File: src/rtl/alu_seq.sv
// alu_seq: registered ALU with a start/busy/done handshake.
// Single-cycle ops register their result on the start edge (latency 1).
// MUL is an unsigned shift-add multiply that takes W steps and produces a
// 2W-bit product in {Y_hi, Y} (latency W+1).
module alu_seq #(
  parameter int W  = 4,
  parameter int CW = 3
) (
  input  logic          clk,
  input  logic          rst_n,
  input  logic          start,
  input  logic [CW-1:0] selector,
  input  logic [W-1:0]  A,
  input  logic [W-1:0]  B,
  output logic          busy,
  output logic          done,
  output logic [W-1:0]  Y,
  output logic [W-1:0]  Y_hi,
  output logic          C,
  output logic          ZERO,
  output logic          OVF
);

  localparam int CNTW = $clog2(W);

  localparam logic [CW-1:0] OP_PASSA = CW'(0);
  localparam logic [CW-1:0] OP_SUB   = CW'(1);
  localparam logic [CW-1:0] OP_PASSB = CW'(2);
  localparam logic [CW-1:0] OP_ADD   = CW'(3);
  localparam logic [CW-1:0] OP_NAND  = CW'(4);
  localparam logic [CW-1:0] OP_XOR   = CW'(5);
  localparam logic [CW-1:0] OP_SHL   = CW'(6);
  localparam logic [CW-1:0] OP_MUL   = CW'(7);

  typedef enum logic {IDLE, MUL} state_t;

  state_t            state;
  logic [W:0]        sum;
  logic [W:0]        diff;
  logic [W-1:0]      res;
  logic              res_c;
  logic              res_ovf;
  logic [2*W-1:0]    mcand;
  logic [W-1:0]      mplier;
  logic [2*W-1:0]    acc;
  logic [2*W-1:0]    acc_nxt;
  logic [CNTW-1:0]   cnt;

  // One shift-add step: add the shifted multiplicand when the current multiplier LSB is set.
  assign acc_nxt = acc + (mplier[0] ? mcand : '0);

  // Single-cycle result and flags, computed straight from the live operands.
  always_comb begin
    // NOTE: every output gets a default first, so no case path can infer a latch.
    sum     = {1'b0, A} + {1'b0, B};
    diff    = {1'b0, A} - {1'b0, B};
    res     = '0;
    res_c   = 1'b0;
    res_ovf = 1'b0;
    case (selector)
      OP_PASSA: res = A;
      OP_SUB: begin
        res     = diff[W-1:0];
        res_c   = diff[W];
        res_ovf = (A[W-1] != B[W-1]) && (diff[W-1] != A[W-1]);
      end
      OP_PASSB: res = B;
      OP_ADD: begin
        res     = sum[W-1:0];
        res_c   = sum[W];
        res_ovf = (A[W-1] == B[W-1]) && (sum[W-1] != A[W-1]);
      end
      OP_NAND:  res = ~(A & B);
      OP_XOR:   res = A ^ B;
      OP_SHL: begin
        res   = {A[W-2:0], 1'b0};
        res_c = A[W-1];
      end
      default: ;  // MUL goes through the FSM
    endcase
  end

  // Control FSM plus registered result/flags; reset aborts any multiply in flight.
  always_ff @(posedge clk or negedge rst_n) begin
    if (!rst_n) begin
      state  <= IDLE;
      busy   <= 1'b0;
      done   <= 1'b0;
      Y      <= '0;
      Y_hi   <= '0;
      C      <= 1'b0;
      ZERO   <= 1'b0;
      OVF    <= 1'b0;
      mcand  <= '0;
      mplier <= '0;
      acc    <= '0;
      cnt    <= '0;
    end else begin
      // NOTE: non-blocking assignments so every register updates from pre-edge values.
      done <= 1'b0;
      case (state)
        IDLE: begin
          if (start) begin
            if (selector == OP_MUL) begin
              mcand  <= {{W{1'b0}}, A};
              mplier <= B;
              acc    <= '0;
              cnt    <= '0;
              busy   <= 1'b1;
              state  <= MUL;
            end else begin
              Y    <= res;
              Y_hi <= '0;
              C    <= res_c;
              ZERO <= (res == '0);
              OVF  <= res_ovf;
              done <= 1'b1;
            end
          end
        end
        MUL: begin
          acc    <= acc_nxt;
          mcand  <= mcand << 1;
          mplier <= mplier >> 1;
          cnt    <= cnt + 1'b1;
          if (cnt == CNTW'(W - 1)) begin
            {Y_hi, Y} <= acc_nxt;
            C         <= (acc_nxt[2*W-1:W] != '0);
            ZERO      <= (acc_nxt == '0);
            OVF       <= 1'b0;
            done      <= 1'b1;
            busy      <= 1'b0;
            state     <= IDLE;
          end
        end
        default: state <= IDLE;
      endcase
    end
  end

endmodule
File: config.mk
export PLATFORM = sky130hd
export DESIGN_NAME = alu_seq
export DESIGN_NICKNAME = d
export VERILOG_FILES = /design/src/rtl/alu_seq.sv
export SDC_FILE = /design/constraint.sdc
export NUM_CORES = 1
export LEC_CHECK = 0
export CAP_MARGIN = 20
export CORE_UTILIZATION = 32
export CTS_CLUSTER_SIZE = 14
export DETAILED_ROUTE_END_ITERATION = 10
export SLEW_MARGIN = 10
export SYNTH_ARGS = -nofsm -noshare
export SYNTH_HDL_FRONTEND = slang
export SYNTH_SLANG_ARGS = --single-unit
File: constraint.sdc
create_clock -name clk -period 2.2 [get_ports clk]
set_input_delay 0.33 -clock clk [delete_from_list [all_inputs] [get_ports clk]]
set_output_delay 0.33 -clock clk [all_outputs]
set_load 0.05 [all_outputs]
==> results of run 1 <==
-- per-layer routing --
| metal | wire length (microns) | global-route usage [%] |
|---|---|---|
| met1 | 2840 | 22.6 |
| met2 | 2740 | 24.6 |
| met3 | 216 | 3.88 |
| met4 | 6 | 2.60 |
| met5 | 0 | 0 |
-- worst reg2reg max path: stages, from the launching register on --
cell	delay (ns)
dfrtp_1	0.38
and2_4	0.16
ha_4	0.16
fa_2	0.36
a211oi_2	0.27
or4b_4	0.18
o2111ai_4	0.11
nor3_2	0.18
nand3_1	0.11
a22o_2	0.22
-- through the flow --
step / setup TNS [ns] / hold WS [ns] / total power [mW]
2_1_floorplan: 0 / 0.0344 / 2.15
3_3_place_gp: -1.30 / 0.449 / 2.68
3_5_place_dp: -1.56 / 0.456 / 2.71
4_1_cts: -0.147 / 0.153 / 3.33
5_1_grt: -0.271 / 0.182 / 3.72
6_report: -0.0186 / 0.120 / 3.48
-- registers in the layout, indices dropped and copies added (netlist names) --
signal	flops
acc	8
mcand	8
Y	4
Y_hi	4
mplier	4
cnt	2
C	1
OVF	1
ZERO	1
busy	1
done	1
state	1
-- repair_timing --
action | 4_1_cts | 5_1_grt
pin swaps | 4 | 13
endpoints found under the setup margin | 3 | 10
hold buffers | 0 | 0
gates resized for setup | 4 | 31
setup buffers | 2 | 3
-- cell type report --
type / instances / area share (%)
clock buffer: 6 / 2.15
clock inverter: 2 / 1.04
inverter: 15 / 1.67
multi-input combinational: 207 / 47.4
sequential: 36 / 26.7
tap: 99 / 3.67
timing repair buffer: 66 / 17.3
-- cells in the final DEF, fill, tap and decap left out, drive strengths merged, types with 3 or more instances in the layout --
master	netlist	layout
a21oi	17	17
dfrtp	36	36
ha	16	16
buf	6	41
clkbuf	6	6
clkdlybuf4s50	0	23
and2	8	8
inv	15	15
xnor2	8	8
o211ai	3	3
nor3b	3	3
nor3	4	4
fa	3	3
o21ai	28	28
nor2	13	13
nand2b	4	4
mux2i	7	7
nand2	46	46
nor2b	4	4
xor2	3	3
nand3	8	8
-- worst min-delay path by stage --
| stage | end |
|---|---|
| after floorplan | C |
| after global placement | Y_hi[2] |
| after detailed placement | Y_hi[2] |
| after CTS | ZERO |
| after global routing | ZERO |
| final | Y[3] |
-- power breakdown --
| part | internal, mW | switching, mW |
|---|---|---|
| Sequential | 0.898 | 0.193 |
| Combinational | 0.804 | 1.01 |
| Clock | 0.336 | 0.238 |
-- cell families after synthesis --
| kind of cell | share of synthesized area (%) |
|---|---|
| AND/OR/NAND/NOR | 19.7 |
| AO/OA/AOI/OAI | 18.8 |
| flip-flops | 37.2 |
| buffers and inverters | 4.86 |
| adder cells (fa/ha/maj) | 10.7 |
| XOR/XNOR | 3.98 |
| multiplexers | 4.75 |
==> results_dict.tcl, run 1 <==
set metrics [dict create \
    status "finished with violations" \
    failed_checks "setup timing" \
    nets 364 \
    finalSetupViolCount 2 \
    cts_tree "built" \
    synth_top_area_share_pct 37.2 \
    synth-edff-count 0 \
    die_h_microns 89.0 \
    synth_cell_types 53 \
    reg2regPathDepth 9 \
    grt_usage_pct 15.8 \
    grt-ovfl-total 0 \
    cts_buffer_depth 2 \
    clk_pin_slew_ns 0.08 \
    fin_crit_sh_pct 101 \
    core-area_sq_mm 0.00729 \
    r2r_slack_ns -0.02 \
    multiInputGateArea_sq_mm 0.00160 \
    start_util_pct 33.2 \
    leakagePower_nw 1.52 \
    async_flop_share_pct 100 \
    yosys-top-cells-count "nand2_1 (46), dfrtp_1 (36), o21ai_0 (26)" \
    fp.dieW_microns 89.0 \
    placed_cell_area_sq_mm 0.00302 \
    critPathBufInv 0 \
    synth.ff_latch_count 36 \
    grt_pass1_wl_microns 9520 \
    min_path_type "in -> async" \
    fmax_ghz 0.451 \
    drt_iter0_drc 82 \
    hold_viol 0 \
    ir_drop_mv 0.538 \
    clock-sinks 36 \
    num_rows 31 \
    gp_congestion 0.897 \
    synth.largest_area_cell "dfrtp_1" \
    dr.pass1.iters 4 \
    post_drt_via_cell_ratio 4.89 \
    r2r_start "mcand[0]" \
    clk_latency_ns 0.29 \
    syn_inst 270 \
    grt_max_degree 37 \
    r2r-end "C" \
    fill_cells 726 \
    maxCapViolCount 0 \
    drive_gt1_share_pct 27.1 \
    drc 0 \
    path_cells "and2_4 -> ha_4 -> fa_2 -> a211oi_2 -> or4b_4 -> o2111ai_4 -> nor3_2 -> nand3_1 -> a22o_2" \
    worstSetupStartpoint "mcand[0]" \
    ctsHtreeMaxLevel 2 \
    wl_per_cell_microns 13.5 \
    min_period_ns 2.22 \
    seq_area_frac_synth_pct 37.2 \
    syn_area_sq_mm 0.00242 \
    setup.worst_path.end "C" \
    antenna_found_initial 0 \
    final_cells 431 \
    yosysWarnings 0 \
    syn_nets 303 \
    cp_num_cells 9 \
    io_buffers 26 \
    path_delay_family "simple AND/OR/NAND/NOR gates" \
    design_area_sq_mm 0.00337 \
    critPathMaxFanout 3 \
    startpoint_type "register" \
    cts_buffers 5 \
    ioPinCount 27 \
    syn_avg_cell_area_sq_um 8.97 \
    root_buffer "clkbuf_8" \
    final_core_util_pct 46.2 \
    ff_latch_area_sq_um 901 \
    clock_skew_ns 0.00953 \
    antenna_left 0 \
    area_growth_pct 39.2 \
    worstSetupPathType "reg -> reg" \
    hpwl_microns 4340 \
    place_ws_ns -0.313 \
    relSlewSlack_pct 46.7 \
    worstPathArrival_ns 2.40 \
    die-area_sq_mm 0.00792 \
    wl_microns 5800 \
    power.density_mw_per_mm2 1030 \
    finalWorstSetupSlack_ns -0.0167 \
    finalMaxSlewViolations 0 \
    grt_pass1_vias 1981 \
    place_inst 418 \
    vias 2109 \
    ys_top_cells_by_area "dfrtp_1 (37%), ha_1 (8.3%), nand2_1 (7.1%), o21ai_0 (5.4%), a21oi_1 (3.5%)" \
    max_stage_delay_ns 0.38 \
    cp.required_ns 2.39 \
    ys.flop_type "dfrtp_1" \
    timing.critical_path.to_type "register" \
    diodes 0 \
    worst_pin_slew_ns 0.799 \
    crit_slowest_cell "dfrtp_1" \
    grt_setup_unrepaired "yes" \
    synth.most_common_cell "nand2_1" \
]
Note: power is estimated with default switching activity, not from simulation.
==> inputs of run 2 (changes only) <==
ABC_AREA = 1   (was not set)
==> results_dict.tcl, run 2 <==
set metrics [dict create \
    worst_pin_slew_ns 0.813 \
    start_util_pct 33.0 \
    synth_cell_types 36 \
    area_growth_pct 28.8 \
    synth_top_area_share_pct 35.3 \
    yosys-top-cells-count "nand2_1 (114), inv_1 (46), dfrtp_1 (36)" \
    die-area_sq_mm 0.00833 \
    syn_avg_cell_area_sq_um 7.33 \
    cts_buffers 5 \
    setup.worst_path.end "Y[2]" \
    wl_per_cell_microns 12.6 \
    syn_nets 381 \
    status "finished clean" \
    top_regs "acc (8), mcand (8)" \
    hpwl_microns 5050 \
    wl_microns 6380 \
    clock_skew_ns 0.0110 \
    ioPinCount 27 \
    cts_tree "built" \
    diodes 0 \
    num_rows 32 \
    ir_drop_mv 0.259 \
    clk_pin_slew_ns 0.08 \
    worstSetupStartpoint "A[1]" \
    io_buffers 26 \
    power.density_mw_per_mm2 1030 \
    min_path_type "in -> async" \
    place_inst 497 \
    leakagePower_nw 1.71 \
    syn_inst 348 \
    r2r_start "mcand[0]" \
    synth.most_common_cell "nand2_1" \
    worstPathArrival_ns 2.15 \
    synth.ff_latch_count 36 \
    vias 2369 \
    dr.pass1.iters 4 \
    seq_area_frac_synth_pct 35.3 \
    most-common-layout-cells "nand2_1 (114), inv_1 (46), dfrtp_1 (36)" \
    core-area_sq_mm 0.00773 \
    nets 437 \
    fmax_ghz 0.502 \
    synth.largest_area_cell "dfrtp_1" \
    final_common_cell "nand2_1" \
    final_cells 507 \
    r2r_slack_ns 0.23 \
    grt_pass1_vias 2539 \
    synth-edff-count 0 \
    grt_setup_unrepaired "no" \
    startpoint_type "input pin" \
    fill_cells 800 \
    drive_gt1_share_pct 17.5 \
    finalMaxSlewViolations 0 \
    placed_cell_area_sq_mm 0.00309 \
    async_flop_share_pct 100 \
    yosysWarnings 0 \
    clk_latency_ns 0.29 \
    reg2regPathDepth 11 \
    maxCapViolCount 0 \
    timing.critical_path.to_type "register" \
    clock-sinks 36 \
    min_period_ns 1.99 \
    fp.dieW_microns 91.3 \
    fin_crit_sh_pct 90.6 \
    antenna_left 0 \
    grt-ovfl-total 0 \
    critPathMaxFanout 3 \
    ys.flop_type "dfrtp_1" \
    antenna_found_initial 0 \
    root_buffer "clkbuf_8" \
    r2r-end "ZERO" \
    cp.required_ns 2.35 \
    worstSetupPathType "in -> reg" \
    drc 0 \
    ys_top_cells_by_area "dfrtp_1 (35%), nand2_1 (17%), ha_1 (7.8%), inv_1 (6.8%), nand3_1 (5.5%)" \
    design_area_sq_mm 0.00329 \
    hold_viol 0 \
    grt_usage_pct 17.1 \
    ctsHtreeMaxLevel 2 \
    cts_buffer_depth 2 \
    syn_area_sq_mm 0.00255 \
    grt_pass1_wl_microns 11400 \
    grt_max_degree 37 \
    gp_congestion 0.881 \
    drt_iter0_drc 97 \
    final_core_util_pct 42.5 \
    die_h_microns 91.3 \
    relSlewSlack_pct 45.8 \
    post_drt_via_cell_ratio 4.67 \
    finalSetupViolCount 0 \
    ctsHoldBuffers 0 \
]
## run 2: cell types whose count changed in the layout (fill, tap and decap cells not counted), moves of 7 or more
cell / delta
nand2_1: +68
inv_1: +32
nand3_1: +20
o21ai_0: -17
mux2i_1: -7
nor2_2: +7
## run 2: cells by family (layout without fill, tap and decap cells)
group | Yosys count | after routing | share of synthesized area (%)
flip-flops | 36 | 36 | 35.3
XOR/XNOR | 4 | 4 | 1.37
adder cells (fa/ha/maj) | 19 | 19 | 10.2
AND/OR/NAND/NOR | 183 | 183 | 31.2
AO/OA/AOI/OAI | 44 | 44 | 11.1
buffers and inverters | 62 | 119 | 10.8
## run 2: where the power goes
| group | internal (mW) | total, mW | switching (mW) |
|---|---|---|---|
| logic | 0.635 | 1.68 | 1.05 |
| clock network | 0.400 | 0.634 | 0.234 |
| registers | 0.908 | 1.09 | 0.177 |
## run 2: how the worst min path moves through the flow
stage,to,slack (ns),cells past startpoint
2_1_floorplan,C,0.03,0
3_3_place_gp,acc[0],0.46,2
3_5_place_dp,mcand[6],0.47,1
4_1_cts,state,0.15,1
5_1_grt,mcand[6],0.20,1
6_report,mcand[6],0.13,1
## run 2: what timing repair did
item                       4_1_cts  5_1_grt
setup endpoints to repair        0        4
setup buffers                    0        2
resized for setup                0       13
## run 2: stage by stage
step	setup slack (ns)	hold WS [ns]	TNS (ns)	power, mW
after floorplan	0.262	0.0344	0	2.19
after global routing	0.000487	0.197	0	3.67
after global placement	-0.191	0.462	-0.589	2.72
final	0.207	0.130	0	3.40
after detailed placement	-0.247	0.472	-0.801	2.74
after CTS	0.0414	0.154	0	3.38
## run 2: area by class of cell
cell class              instances  area (sq um)  share of cell area (%)
well taps                     102           128                    3.88
multi-input cells             250          1420                    43.3
clock inverters                 1          30.0                   0.914
inverters                      51           194                    5.90
clock buffers                   7          96.3                    2.93
repair buffers                 60           515                    15.7
flip-flops and latches         36           901                    27.4
## run 2: layer usage
layer	track usage [%]	wire [microns]	vias up
met5	0	0	-
met2	29.6	3000	38
met4	8.33	223	0
met3	2.68	164	15
li1	-	-	1226
met1	20.7	3000	1090
## run 2: worst max-delay path, stage by stage
cell             delay [ns]
clkdlybuf4s50_1        0.48
inv_1                  0.11
fa_2                   0.40
or2_1                  0.23
nand2_1                0.07
nor2_1                 0.04
nor2_1                 0.12
buf_4                  0.12
buf_4                  0.08
nand2_1                0.04
nand2_1                0.05
a31oi_1                0.07
==> inputs of run 3 (changes only) <==
CORE_MARGIN = 3   (was not set)
==> results_dict.tcl, run 3 (synthesis results as in run 2) <==
set metrics [dict create \
    gp_congestion 0.874 \
    leakagePower_nw 1.67 \
    critPathMaxFanout 3 \
    wl_microns 6540 \
    ctsHtreeMaxLevel 2 \
    fmax_ghz 0.489 \
    root_buffer "clkbuf_8" \
    max_stage_delay_ns 0.48 \
    ioPinCount 27 \
    fill_cells 793 \
    cts_tree "built" \
    multiInputGateArea_sq_mm 0.00139 \
    ff_latch_area_sq_um 901 \
    dr.pass1.iters 4 \
    crit_top_cell "nand2_1" \
    num_rows 31 \
    worstSetupPathType "in -> reg" \
    fin_crit_sh_pct 92.9 \
    worst_pin_slew_ns 0.787 \
    drc 0 \
    grt_pass1_vias 2411 \
    ctsHoldBuffers 0 \
    hpwl_microns 5300 \
    clk_pin_slew_ns 0.06 \
    most-common-layout-cells "nand2_1 (114), inv_1 (46), dfrtp_1 (36)" \
    antenna_left 0 \
    clk_latency_ns 0.28 \
    start_util_pct 34.1 \
    worstPathArrival_ns 2.19 \
    antenna_found_initial 0 \
    die_h_microns 95.3 \
    crit_slowest_cell "clkdlybuf4s50_1" \
    top_regs "acc (8), mcand (8)" \
    grt_setup_unrepaired "no" \
    hold_viol 0 \
    grt_pass1_wl_microns 11300 \
    relSlewSlack_pct 47.5 \
    drt_iter0_drc 67 \
    clock-sinks 36 \
    min_path_type "in -> async" \
    die-area_sq_mm 0.00908 \
    grt_max_degree 37 \
    grt-ovfl-total 0 \
    finalSetupViolCount 0 \
    startpoint_type "input pin" \
    finalMaxSlewViolations 0 \
    final_common_cell "nand2_1" \
    grt_usage_pct 15.9 \
    fp.dieW_microns 95.3 \
    p_total_mw 3.15 \
    vias 2334 \
    final_core_util_pct 42.3 \
    path_cells "clkdlybuf4s50_1 -> inv_1 -> fa_2 -> or2_1 -> nand2_1 -> nor2_1 -> nor2_1 -> buf_4 -> buf_4 -> nand2_1 -> nand2_1 -> a31oi_1" \
    io_buffers 26 \
    area_growth_pct 24.2 \
    cts_buffers 5 \
    status "finished clean" \
    power.density_mw_per_mm2 995 \
    timing.critical_path.to_type "register" \
    nets 432 \
    min_period_ns 2.04 \
    cts_buffer_depth 2 \
    core-area_sq_mm 0.00749 \
    maxCapViolCount 0 \
    finalWorstSetupSlack_ns 0.156 \
    drive_gt1_share_pct 15.3 \
    place_ws_ns -0.258 \
    wl_per_cell_microns 13.1 \
    clock_skew_ns 0.00850 \
    cp.required_ns 2.34 \
    ir_drop_mv 0.360 \
    diodes 0 \
    post_drt_via_cell_ratio 4.69 \
    r2r_slack_ns 0.16 \
]
-- run 3: stage by stage --
stage	hold slack (ns)	instances	TNS [ns]	instance area [sq um]
floorplan	0.0344	348	0	2550
finish	0.134	498	0	3170
global placement	0.460	489	-0.596	3050
detailed placement	0.466	489	-0.768	3050
global route	0.195	498	0	3170
CTS	0.170	496	0	3130
-- run 3: per-layer routing --
| metal | part of all wire, % | vias up | GRT usage [%] |
|---|---|---|---|
| met3 | 4.1 | 8 | 3.24 |
| li1 | - | 1216 | - |
| met1 | 47 | 1056 | 20.8 |
| met5 | 0 | - | 0 |
| met4 | 1.4 | 0 | 3.73 |
| met2 | 47 | 54 | 26.9 |
-- run 3: critical path: cells and delay by family --
kind,cells,cell delay [ns]
AOI/OAI and AO/OA,1,0.08
buffers and inverters,4,0.81
and+or+nand+nor,6,0.59
adders and majority gates,1,0.40
-- run 3: path summary, 6_finish.rpt --
| check | startpoint | depth (start not counted) | endpoint |
|---|---|---|---|
| setup / recovery | A[1] | 12 | Y[2] |
| hold reg to reg | cnt[0] | 1 | cnt[0] |
| min in group clk | cnt[0] | 1 | cnt[0] |
| setup reg to reg | mplier[0] | 11 | ZERO |
| max in group asynchronous | rst_n | 1 | OVF |
| hold / removal | rst_n | 1 | acc[7] |
-- run 3: power by group --
group / total [mW] / internal (mW) / switching (mW)
sequential: 1.06 / 0.910 / 0.153
combinational: 1.66 / 0.591 / 1.07
clock: 0.425 / 0.215 / 0.210
total: 3.15 / 1.72 / 1.44
-- run 3: final cells by class --
cell class / count / share of cell area (%)
Multi-Input combinational cell: 250 / 44.0
Clock buffer: 6 / 2.29
Sequential cell: 36 / 28.4
Tap cell: 99 / 3.91
Clock inverter: 1 / 0.158
Inverter: 51 / 6.12
Timing Repair Buffer: 55 / 15.1
-- run 3: timing repair --
action / CTS / global route
gates resized for setup: 0 / 10
endpoints found under the setup margin: 0 / 3
setup buffers: 0 / 2
